===== src/rtl/led_walker_bus_if.sv =====
// led_walker_bus_if: Wishbone-classic request/response bundle for the LED walker
interface led_walker_bus_if;
   logic        i_cyc;
   logic        i_stb;
   logic        i_we;
   logic [1:0]  i_addr;
   logic [31:0] i_data;
   logic        o_stall;
   logic        o_ack;
   logic [31:0] o_data;
   modport master (output i_cyc, i_stb, i_we, i_addr, i_data, input o_stall, o_ack, o_data);
   modport slave  (input i_cyc, i_stb, i_we, i_addr, i_data, output o_stall, o_ack, o_data);
endinterface


===== src/rtl/led_walker_bus.sv =====
// led_walker_bus: bus-controlled one-hot LED walker with sweep/bounce passes and done counter
module led_walker_bus #(
   parameter int NLEDS       = 6,
   parameter int CLK_DIV_W   = 24,
   parameter int DEFAULT_DIV = 1
) (
   input  logic             i_clk,
   input  logic             i_reset_n,
   led_walker_bus_if.slave  bus,
   output logic [NLEDS-1:0] o_led,
   output logic             o_busy
);
   typedef enum logic {IDLE, RUN} state_t;
   localparam logic [7:0] LAST = 8'(NLEDS - 1);
   state_t               state_q, state_d;
   logic [7:0]           pos_q, pos_d;
   logic                 up_q, up_d;
   logic                 mode_q, mode_d;
   logic [3:0]           passes_q, passes_d;
   logic [CLK_DIV_W-1:0] div_q, div_d, cnt_q, cnt_d, period;
   logic [15:0]          done_q, done_d;
   logic                 ack_q;
   logic [31:0]          rdata_q, rdata_d, status;
   logic                 req, stall, acc, wr_ctrl, start, abort, step, last_pos, finish;
   assign req      = bus.i_cyc & bus.i_stb;
   assign stall    = req & bus.i_we & (bus.i_addr == 2'd0) & bus.i_data[0] & !bus.i_data[1] & (state_q == RUN);
   assign acc      = req & !stall;
   assign wr_ctrl  = acc & bus.i_we & (bus.i_addr == 2'd0);
   assign start    = wr_ctrl & bus.i_data[0] & (state_q == IDLE);
   assign abort    = wr_ctrl & bus.i_data[1] & (state_q == RUN);
   assign period   = (div_d == '0) ? CLK_DIV_W'(1) : div_d;
   assign step     = (state_q == RUN) & (cnt_q == '0);
   assign last_pos = mode_q ? (!up_q && pos_q == 8'd0) : (pos_q == LAST);
   assign finish   = step & last_pos & (passes_q == 4'd1);
   assign status   = {12'b0, passes_q, pos_q, 6'b0, mode_q, state_q == RUN};
   assign bus.o_stall = stall;
   assign bus.o_ack   = ack_q;
   assign bus.o_data  = rdata_q;
   assign o_busy      = state_q == RUN;
   assign o_led       = (state_q == RUN) ? NLEDS'(1) << pos_q : '0;
   // next-state: bus register writes, walk stepping and pass bookkeeping; abort outranks completion
   always_comb begin
      state_d  = state_q;
      pos_d    = pos_q;
      up_d     = up_q;
      mode_d   = mode_q;
      passes_d = passes_q;
      cnt_d    = cnt_q;
      div_d    = (acc & bus.i_we & bus.i_addr == 2'd1) ? bus.i_data[CLK_DIV_W-1:0] : div_q;
      done_d   = (acc & bus.i_we & bus.i_addr == 2'd3) ? 16'd0 : done_q + 16'(finish & !abort);
      rdata_d  = !(acc & !bus.i_we) ? 32'd0 :
                 bus.i_addr == 2'd1 ? 32'(div_q) :
                 bus.i_addr == 2'd2 ? status :
                 bus.i_addr == 2'd3 ? {16'd0, done_q} : 32'd0;
      if (start) begin
         state_d  = RUN;
         pos_d    = 8'd0;
         up_d     = 1'b1;
         mode_d   = bus.i_data[2];
         passes_d = (bus.i_data[11:8] == 4'd0) ? 4'd1 : bus.i_data[11:8];
         cnt_d    = period - CLK_DIV_W'(1);
      end else if (abort | finish) begin
         state_d  = IDLE;
         pos_d    = 8'd0;
         up_d     = 1'b1;
         passes_d = 4'd0;
         cnt_d    = '0;
      end else if (state_q == RUN) begin
         cnt_d = step ? period - CLK_DIV_W'(1) : cnt_q - CLK_DIV_W'(1);
         if (step) begin
            if (last_pos) begin
               pos_d    = 8'd0;
               up_d     = 1'b1;
               passes_d = passes_q - 4'd1;
            end else if (mode_q && up_q && pos_q == LAST) begin
               pos_d = LAST - 8'd1;
               up_d  = 1'b0;
            end else begin
               pos_d = up_q ? pos_q + 8'd1 : pos_q - 8'd1;
            end
         end
      end
   end
   // state and bus response registers
   always_ff @(posedge i_clk or negedge i_reset_n) begin
      if (!i_reset_n) begin
         state_q  <= IDLE;
         pos_q    <= 8'd0;
         up_q     <= 1'b1;
         mode_q   <= 1'b0;
         passes_q <= 4'd0;
         cnt_q    <= '0;
         div_q    <= CLK_DIV_W'(DEFAULT_DIV);
         done_q   <= 16'd0;
         ack_q    <= 1'b0;
         rdata_q  <= 32'd0;
      end else begin
         state_q  <= state_d;
         pos_q    <= pos_d;
         up_q     <= up_d;
         mode_q   <= mode_d;
         passes_q <= passes_d;
         cnt_q    <= cnt_d;
         div_q    <= div_d;
         done_q   <= done_d;
         ack_q    <= acc;
         rdata_q  <= rdata_d;
      end
   end
endmodule


===== src/flat_wrapper.sv =====
// flat-port wrapper written by rule: the top's interface ports become plain ports
module led_walker_bus_flat 
#(
   parameter int NLEDS       = 6,
   parameter int CLK_DIV_W   = 24,
   parameter int DEFAULT_DIV = 1
)
  (i_clk, i_reset_n, o_led, o_busy, bus_i_cyc, bus_i_stb, bus_i_we, bus_i_addr, bus_i_data, bus_o_stall, bus_o_ack, bus_o_data);
  led_walker_bus_if bus_i ();
  input  logic i_clk;
  input  logic i_reset_n;
  output logic [NLEDS-1:0] o_led;
  output logic o_busy;
  input wire logic [$bits(bus_i.i_cyc)-1:0] bus_i_cyc;
  input wire logic [$bits(bus_i.i_stb)-1:0] bus_i_stb;
  input wire logic [$bits(bus_i.i_we)-1:0] bus_i_we;
  input wire logic [$bits(bus_i.i_addr)-1:0] bus_i_addr;
  input wire logic [$bits(bus_i.i_data)-1:0] bus_i_data;
  output wire logic [$bits(bus_i.o_stall)-1:0] bus_o_stall;
  output wire logic [$bits(bus_i.o_ack)-1:0] bus_o_ack;
  output wire logic [$bits(bus_i.o_data)-1:0] bus_o_data;
  assign bus_i.i_cyc = bus_i_cyc;
  assign bus_i.i_stb = bus_i_stb;
  assign bus_i.i_we = bus_i_we;
  assign bus_i.i_addr = bus_i_addr;
  assign bus_i.i_data = bus_i_data;
  assign bus_o_stall = bus_i.o_stall;
  assign bus_o_ack = bus_i.o_ack;
  assign bus_o_data = bus_i.o_data;
  led_walker_bus #(.NLEDS(NLEDS), .CLK_DIV_W(CLK_DIV_W), .DEFAULT_DIV(DEFAULT_DIV)) u_core (.i_clk(i_clk), .i_reset_n(i_reset_n), .bus(bus_i), .o_led(o_led), .o_busy(o_busy));
endmodule

===== config.mk =====
export PLATFORM = sky130hd
export DESIGN_NAME = led_walker_bus_flat
export DESIGN_NICKNAME = d
export VERILOG_FILES = /design/src/rtl/led_walker_bus_if.sv /design/src/rtl/led_walker_bus.sv /design/src/flat_wrapper.sv
export SDC_FILE = /design/constraint.sdc
export NUM_CORES = 1
export LEC_CHECK = 0
export ABC_AREA = 1
export BUFFER_PORTS_ARGS = -buffer_cell sky130_fd_sc_hd__buf_2
export CAP_MARGIN = 30
export CORE_ASPECT_RATIO = 1.4
export CORE_MARGIN = 2
export CORE_UTILIZATION = 50
export CTS_BUF_LIST = sky130_fd_sc_hd__clkbuf_16
export CTS_CLUSTER_SIZE = 10
export DETAILED_ROUTE_END_ITERATION = 8
export MAX_ROUTING_LAYER = met4
export PLACE_DENSITY = 0.74
export SYNTH_ARGS = -nofsm -noshare
export SYNTH_HDL_FRONTEND = slang
export SYNTH_SLANG_ARGS = --single-unit

===== constraint.sdc =====
create_clock -name i_clk -period 8.7 [get_ports i_clk]
set_input_delay 0.435 -clock i_clk [delete_from_list [all_inputs] [get_ports i_clk]]
set_output_delay 0.435 -clock i_clk [all_outputs]
set_load 0.02 [all_outputs]

; After elaboration in Yosys (flattened, before gate mapping)
; Index checks and enable logic that the tools add are counted.
[classes]
add_sub_neg = 6
reduce_logical = 21
shift = 1
eq_ne = 5
bitwise = 22
n_mux = 34
[op_table]
columns = operator, n
row1 = 24-bit 2-to-1 mux, 6
row2 = 32-bit 2-to-1 mux, 3
row3 = 8-bit 2-to-1 mux, 7
row4 = 24-bit zero test, 2
row5 = 24-bit by 1-bit subtractor with 24-bit output (second input constant), 2
row6 = 16-bit 2-to-1 mux, 2
row7 = 4-bit 2-to-1 mux, 6
row8 = 1-bit AND, 20
row9 = 16-bit adder, 1
row10 = 1-bit 2-to-1 mux, 9
row11 = 3-bit nonzero test, 3
row12 = 8-bit by 1-bit adder with 8-bit output (second input constant), 1
row13 = 8-bit by 3-bit == test with 1-bit output (second input constant), 1
row14 = 8-bit zero test, 1
row15 = 1-bit by 8-bit << shifter with 6-bit output (first input constant), 1
row16 = 8-bit by 1-bit subtractor with 8-bit output (second input constant), 1
row17 = 6-bit 2-to-1 mux, 1
row18 = 3-bit AND reduction, 2
row19 = 1-bit zero test, 5
row20 = 2-bit == test (second input constant), 2
row21 = 4-bit by 1-bit == test with 1-bit output (second input constant), 1
row22 = 4-bit zero test, 1
row23 = 4-bit nonzero test, 1
row24 = 4-bit by 1-bit subtractor with 4-bit output (second input constant), 1
row25 = 7 further kinds, 9
[totals]
register_bits = 112
wordCells = 99
input_bits = 39
output_inout_bits = 41

; Depth between registers and ports, before layout
[depth]
word_depth = 18
ltp_mapped = 26
ltp_nobuf = 26

; Worst setup path after synthesis
; OpenSTA, ideal clock, no wires.
[synth_path]
path_type = reg-to-reg
from = reg u_core.cnt_q[0]
to = reg u_core.done_q[14]
path_slack_ps = 5228
arrival_ps = 3349
setup_ps = 123
path_stages_with_launch = 27
synth_period_minus_slack_ps = 3472
cell_sequence = dfrtp_1 -> inv_1 -> ha_1 -> inv_1 -> nor2_2 -> nand4_1 -> nor2_1 -> nand3_1 -> nor2_1 -> nand3_1 -> nor2_1 -> nand3_1 -> nor3b_1 -> ha_1 -> ha_1 -> nand2_1 -> nor2_1 -> inv_1 -> nor2_1 -> and3_1 -> nand3_1 -> nor3_1 -> inv_1 -> nor3_1 -> nand2_1 -> o21ai_0 -> a21oi_1
[synth_via]
elab_chain_len = 7
[synth_rtl]
columns = element, line_no
row1 = start: declaration, led_walker_bus.sv:20  ; logic [CLK_DIV_W-1:0] div_q, div_d, cnt_q, cnt_d, period;
row2 = start signal: assignment, led_walker_bus.sv:103  ; cnt_q <= cnt_d;
row3 = 24-bit zero test, led_walker_bus.sv:32  ; assign step = (state_q == RUN) & (cnt_q == '0);
row4 = 1-bit AND, led_walker_bus.sv:32
row5 = 1-bit AND (2 in a row), led_walker_bus.sv:34  ; assign finish = step & last_pos & (passes_q == 4'd1);
row6 = 1-bit AND, led_walker_bus.sv:50  ; done_d = (acc & bus.i_we & bus.i_addr == 2'd3) ? 16'd0 : done_q + 16'(finish & !abort);
row7 = 16-bit adder, led_walker_bus.sv:50
row8 = 16-bit 2-to-1 mux, led_walker_bus.sv:50
row9 = via u_core.done_d[14], led_walker_bus.sv:21  ; logic [15:0] done_q, done_d;
row10 = end signal: assignment, led_walker_bus.sv:105  ; done_q <= done_d;
row11 = end: declaration, led_walker_bus.sv:21
; The timed path passes the listed nets, and every way through them passes these cells.
; A chain may end at the register's enable or synchronous reset.

; Worst setup path in the final report
; Same ends and word-level chain as after synthesis.

==> metrics.md <==
| Metric | Value |
|---|---|
| Outcome | `completed` |
| # clock sinks | `104` |
| Core Footprint | `12400 um2` |
| Synthesized area | `6380 um2` |
| Slowest stage cell, crit path | `dfrtp_1` |
| Max IR drop VDD | `98.4 uV` |
| Hold_ws | `61.8 ps` |
| Post-synth EDFFs | `0` |
| Die Ht | `138 um` |
| Clk_lat worst skew | `350 ps` |
| Fin nets | `954` |
| RSZ-0062 raised after global routing | `false` |
| Post-Route Skew | `6.36 ps` |
| Vias in the first global route | `5512` |
| DP HPWL | `12500 um` |
| Initial DRC count | `451` |
| Port-buffer cells | `63` |
| Worst Hold Class | `primary input to async pin` |
| Mapped Avg Cell Area | `7.53 um2` |
| Initial antenna violation count | `0` |
| Cells after synthesis | `847` |
| Clock buffer count from CTS | `9` |
| DR DRC count | `0` |
| Vias per cell | `5.41` |
| Fin crit share | `49.9%` |
| Seq cells post-synth | `104` |
| Critical Path Source Type | `flip-flop` |
| Ys flop type | `dfrtp_1` |
| Starting density of the core | `51.5%` |
| Max H-tree Level | `3` |
| First-pass DRT Iterations | `6` |
| Max-slew violations | `0` |
| Gr usage total | `25.2%` |
| Width of the die | `99.5 um` |
| Final Hold Fails | `0` |
| Number of max-cap violations | `0` |
| Worst slew margin | `40.2%` |
| WL final | `16300 um` |
| Pre-CTS WS | `4340 ps` |
| Sequential area share after synthesis | `40.8%` |
| # resized after CTS | `0` |
| CTS tree | `done` |
| Least-Margin Pin Slew | `896 ps` |
| Drt wl/cell | `15.4 um` |
| CTS clock-pin slew for the worst setup and hold paths | `70 ps` |
| Compound-Gate Fraction of Synth Area | `12.3%` |
| Gp weighted congestion | `0.988` |
| Die area | `13700 um2` |
| Arrival @ worst endpoint | `4580 ps` |
| Max FO, Critical Path | `5` |
| Design area | `7040 um2` |
| I/O Pins | `80` |
| CTS Buffer Depth | `2` |
| Post-Synth Adder-Cell Area | `2.67%` |
| Pwr per Cell Area | `208 nW/um2` |
| Largest family of logic cells by synthesized area | `simple AND/OR/NAND/NOR gates` |
| P_leak | `3.51 nW` |
| Fraction of registers with async set/reset | `100%` |
| CP Capture Type | `flip-flop` |
| Simple-Gate Fraction of Synth Area | `28.4%` |
| Hold Buf Count CTS | `0` |
| DP Area | `6750 um2` |
| Vias post-DR | `5722` |
| Yosys warning count | `0` |
| CP peak stage delay | `380 ps` |
| Overflow after GRT | `0` |
| Count of different cell masters after synthesis | `48` |
| Root Buffer | `clkbuf_16` |
| CP dominant cell by count | `nor2_1` |
| Row count | `48` |
| Xor-xnor portion of the synthesized cell area | `5.36%` |
| Req. time, crit path | `8930 ps` |
| Power Total | `1.46 mW` |
| CP Class | `flip-flop to flip-flop` |
| Area growth syn-to-layout | `10.4%` |
| Setup Fix Bufs, Post-CTS | `0` |
| TNS Setup | `0 ps` |
| Setup Viol. Count Final | `0` |
| Largest net degree at the start of global routing | `67` |
| Fmax | `230 MHz` |
| Min cycle time layout | `4350 ps` |
| Diode count | `0` |
| Mux contribution to synthesized area | `0.353%` |
| Final worst slack | `4350 ps` |
| Antenna Violating Nets Remaining | `0` |
| First-pass GRT wire length | `26200 um` |
| Share of cells above drive strength 1 | `14.7%` |
==> sequential cells by signal, indices dropped and copies added, names as in the netlist <==
signal	cells
u_core.cnt_q	24
u_core.div_q	24
u_core.bus.o_data	24
u_core.o_busy	1
u_core.passes_q	4
u_core.done_q	16
u_core.pos_q	8
u_core.up_q	1
u_core.bus.o_ack	1
u_core.mode_q	1
==> worst max-delay path: cells and delay by family, from the launching register on <==
family,cells,cell delay [ps]
flops,1,380
fa+ha+maj,3,650
buf+inv,4,310
simple gates,17,2700
compound gates,2,210
==> logic make-up (layout without fill, tap and decap cells) <==
| group | Yosys count | in the layout |
|---|---|---|
| and+or+nand+nor | 403 | 403 |
| buffers and inverters | 151 | 204 |
| xor gates and xnor gates | 39 | 39 |
| DFF | 104 | 104 |
| AOI/OAI and AO/OA | 134 | 134 |
| other | 1 | 8 |
| adders and majority gates | 13 | 13 |
| muxes | 2 | 2 |
==> power by group <==
part	switching [mW]	total, mW	leakage (nW)	internal, mW
Sequential	0.0676	0.632	1.29	0.564
Combinational	0.283	0.427	2.07	0.144
Clock	0.181	0.402	0.148	0.221
Total	0.532	1.46	3.51	0.930
==> cell usage after synthesis (all sizes together) (2+ instances only) <==
master  count  area (um2)
nand2     177         689
nor2      129         542
inv       122         458
dfrtp     102        2550
nand3      51         278
a21oi      46         230
o21ai      43         238
xor2       24         210
buf        22         154
nor3       20         125
xnor2      15         131
nand4      13        87.6
a22oi      12        90.1
ha         12         150
o22ai      12        75.1
a31oi       9        56.3
clkbuf      7        26.3
a221oi      3        26.3
nand3b      3        22.5
nor3b       3        22.5
o21bai      3        22.5
and2        2        12.5
and3        2        12.5
dfstp       2        52.6
mux2        2        22.5
o211ai      2        15.0
or2         2        12.5
==> stage by stage <==
| stage | std cells | util [%] |
|---|---|---|
| floorplan | 854 | - |
| global placement | 1041 | 54.6 |
| detailed placement | 1041 | 54.6 |
| CTS | 1057 | 56.9 |
| global route | 1057 | 56.9 |
| finish | 1057 | 56.9 |
==> cells in the final DEF (no fill, tap or decap), drive strengths merged <==
cell,instances
mux2,2
and2,2
xor2,24
dfrtp,102
nor2,129
xnor2,15
fa,1
dfstp,2
and3,2
nand4,13
a21o,1
o22ai,12
clkbuf,9
bufinv,1
a21oi,46
nor3,20
a221oi,3
buf,66
o21bai,3
clkinvlp,1
a22o,1
conb,8
nand3b,3
o211ai,2
a21boi,1
ha,12
clkinv,2
a31oi,9
or2,2
nor4,1
nand2,177
o21ai,43
a22oi,12
nor3b,3
nand3,51
inv,125
o221ai,1
==> area by class of cell <==
cell class | instances | area, um2
Sequential cell | 104 | 2610
Clock buffer | 9 | 225
Multi-Input combinational cell | 599 | 3160
Timing Repair Buffer | 66 | 340
Fill cell | 1189 | 5330
Inverter | 122 | 458
Clock inverter | 7 | 63.8
Tap cell | 150 | 188
==> path summary, 6_finish.rpt <==
| path | from | end | slack [ps] | depth (start not counted) |
|---|---|---|---|---|
| worst max-delay path | u_core.cnt_q[0] | u_core.done_q[14] | 4350 | 26 |
| worst max register to register | u_core.cnt_q[0] | u_core.done_q[14] | 4350 | 26 |
| min in group i_clk | bus_i_data[7] | u_core.div_q[7] | 370 | 3 |
| worst min-delay path | i_reset_n | u_core.passes_q[2] | 60 | 1 |
| max in group asynchronous | i_reset_n | u_core.bus.o_data[6] | 7420 | 2 |
| worst min register to register | u_core.div_q[22] | u_core.bus.o_data[22] | 510 | 2 |
==> per-layer routing <==
layer	track usage (%)	vias to the layer above	share of wire, %
li1	-	2827	-
met1	27.7	2655	40
met2	44.0	187	51
met3	3.55	53	4.7
met4	13.9	0	4.7
met5	-	-	0
(Power assumes the default switching activity.)
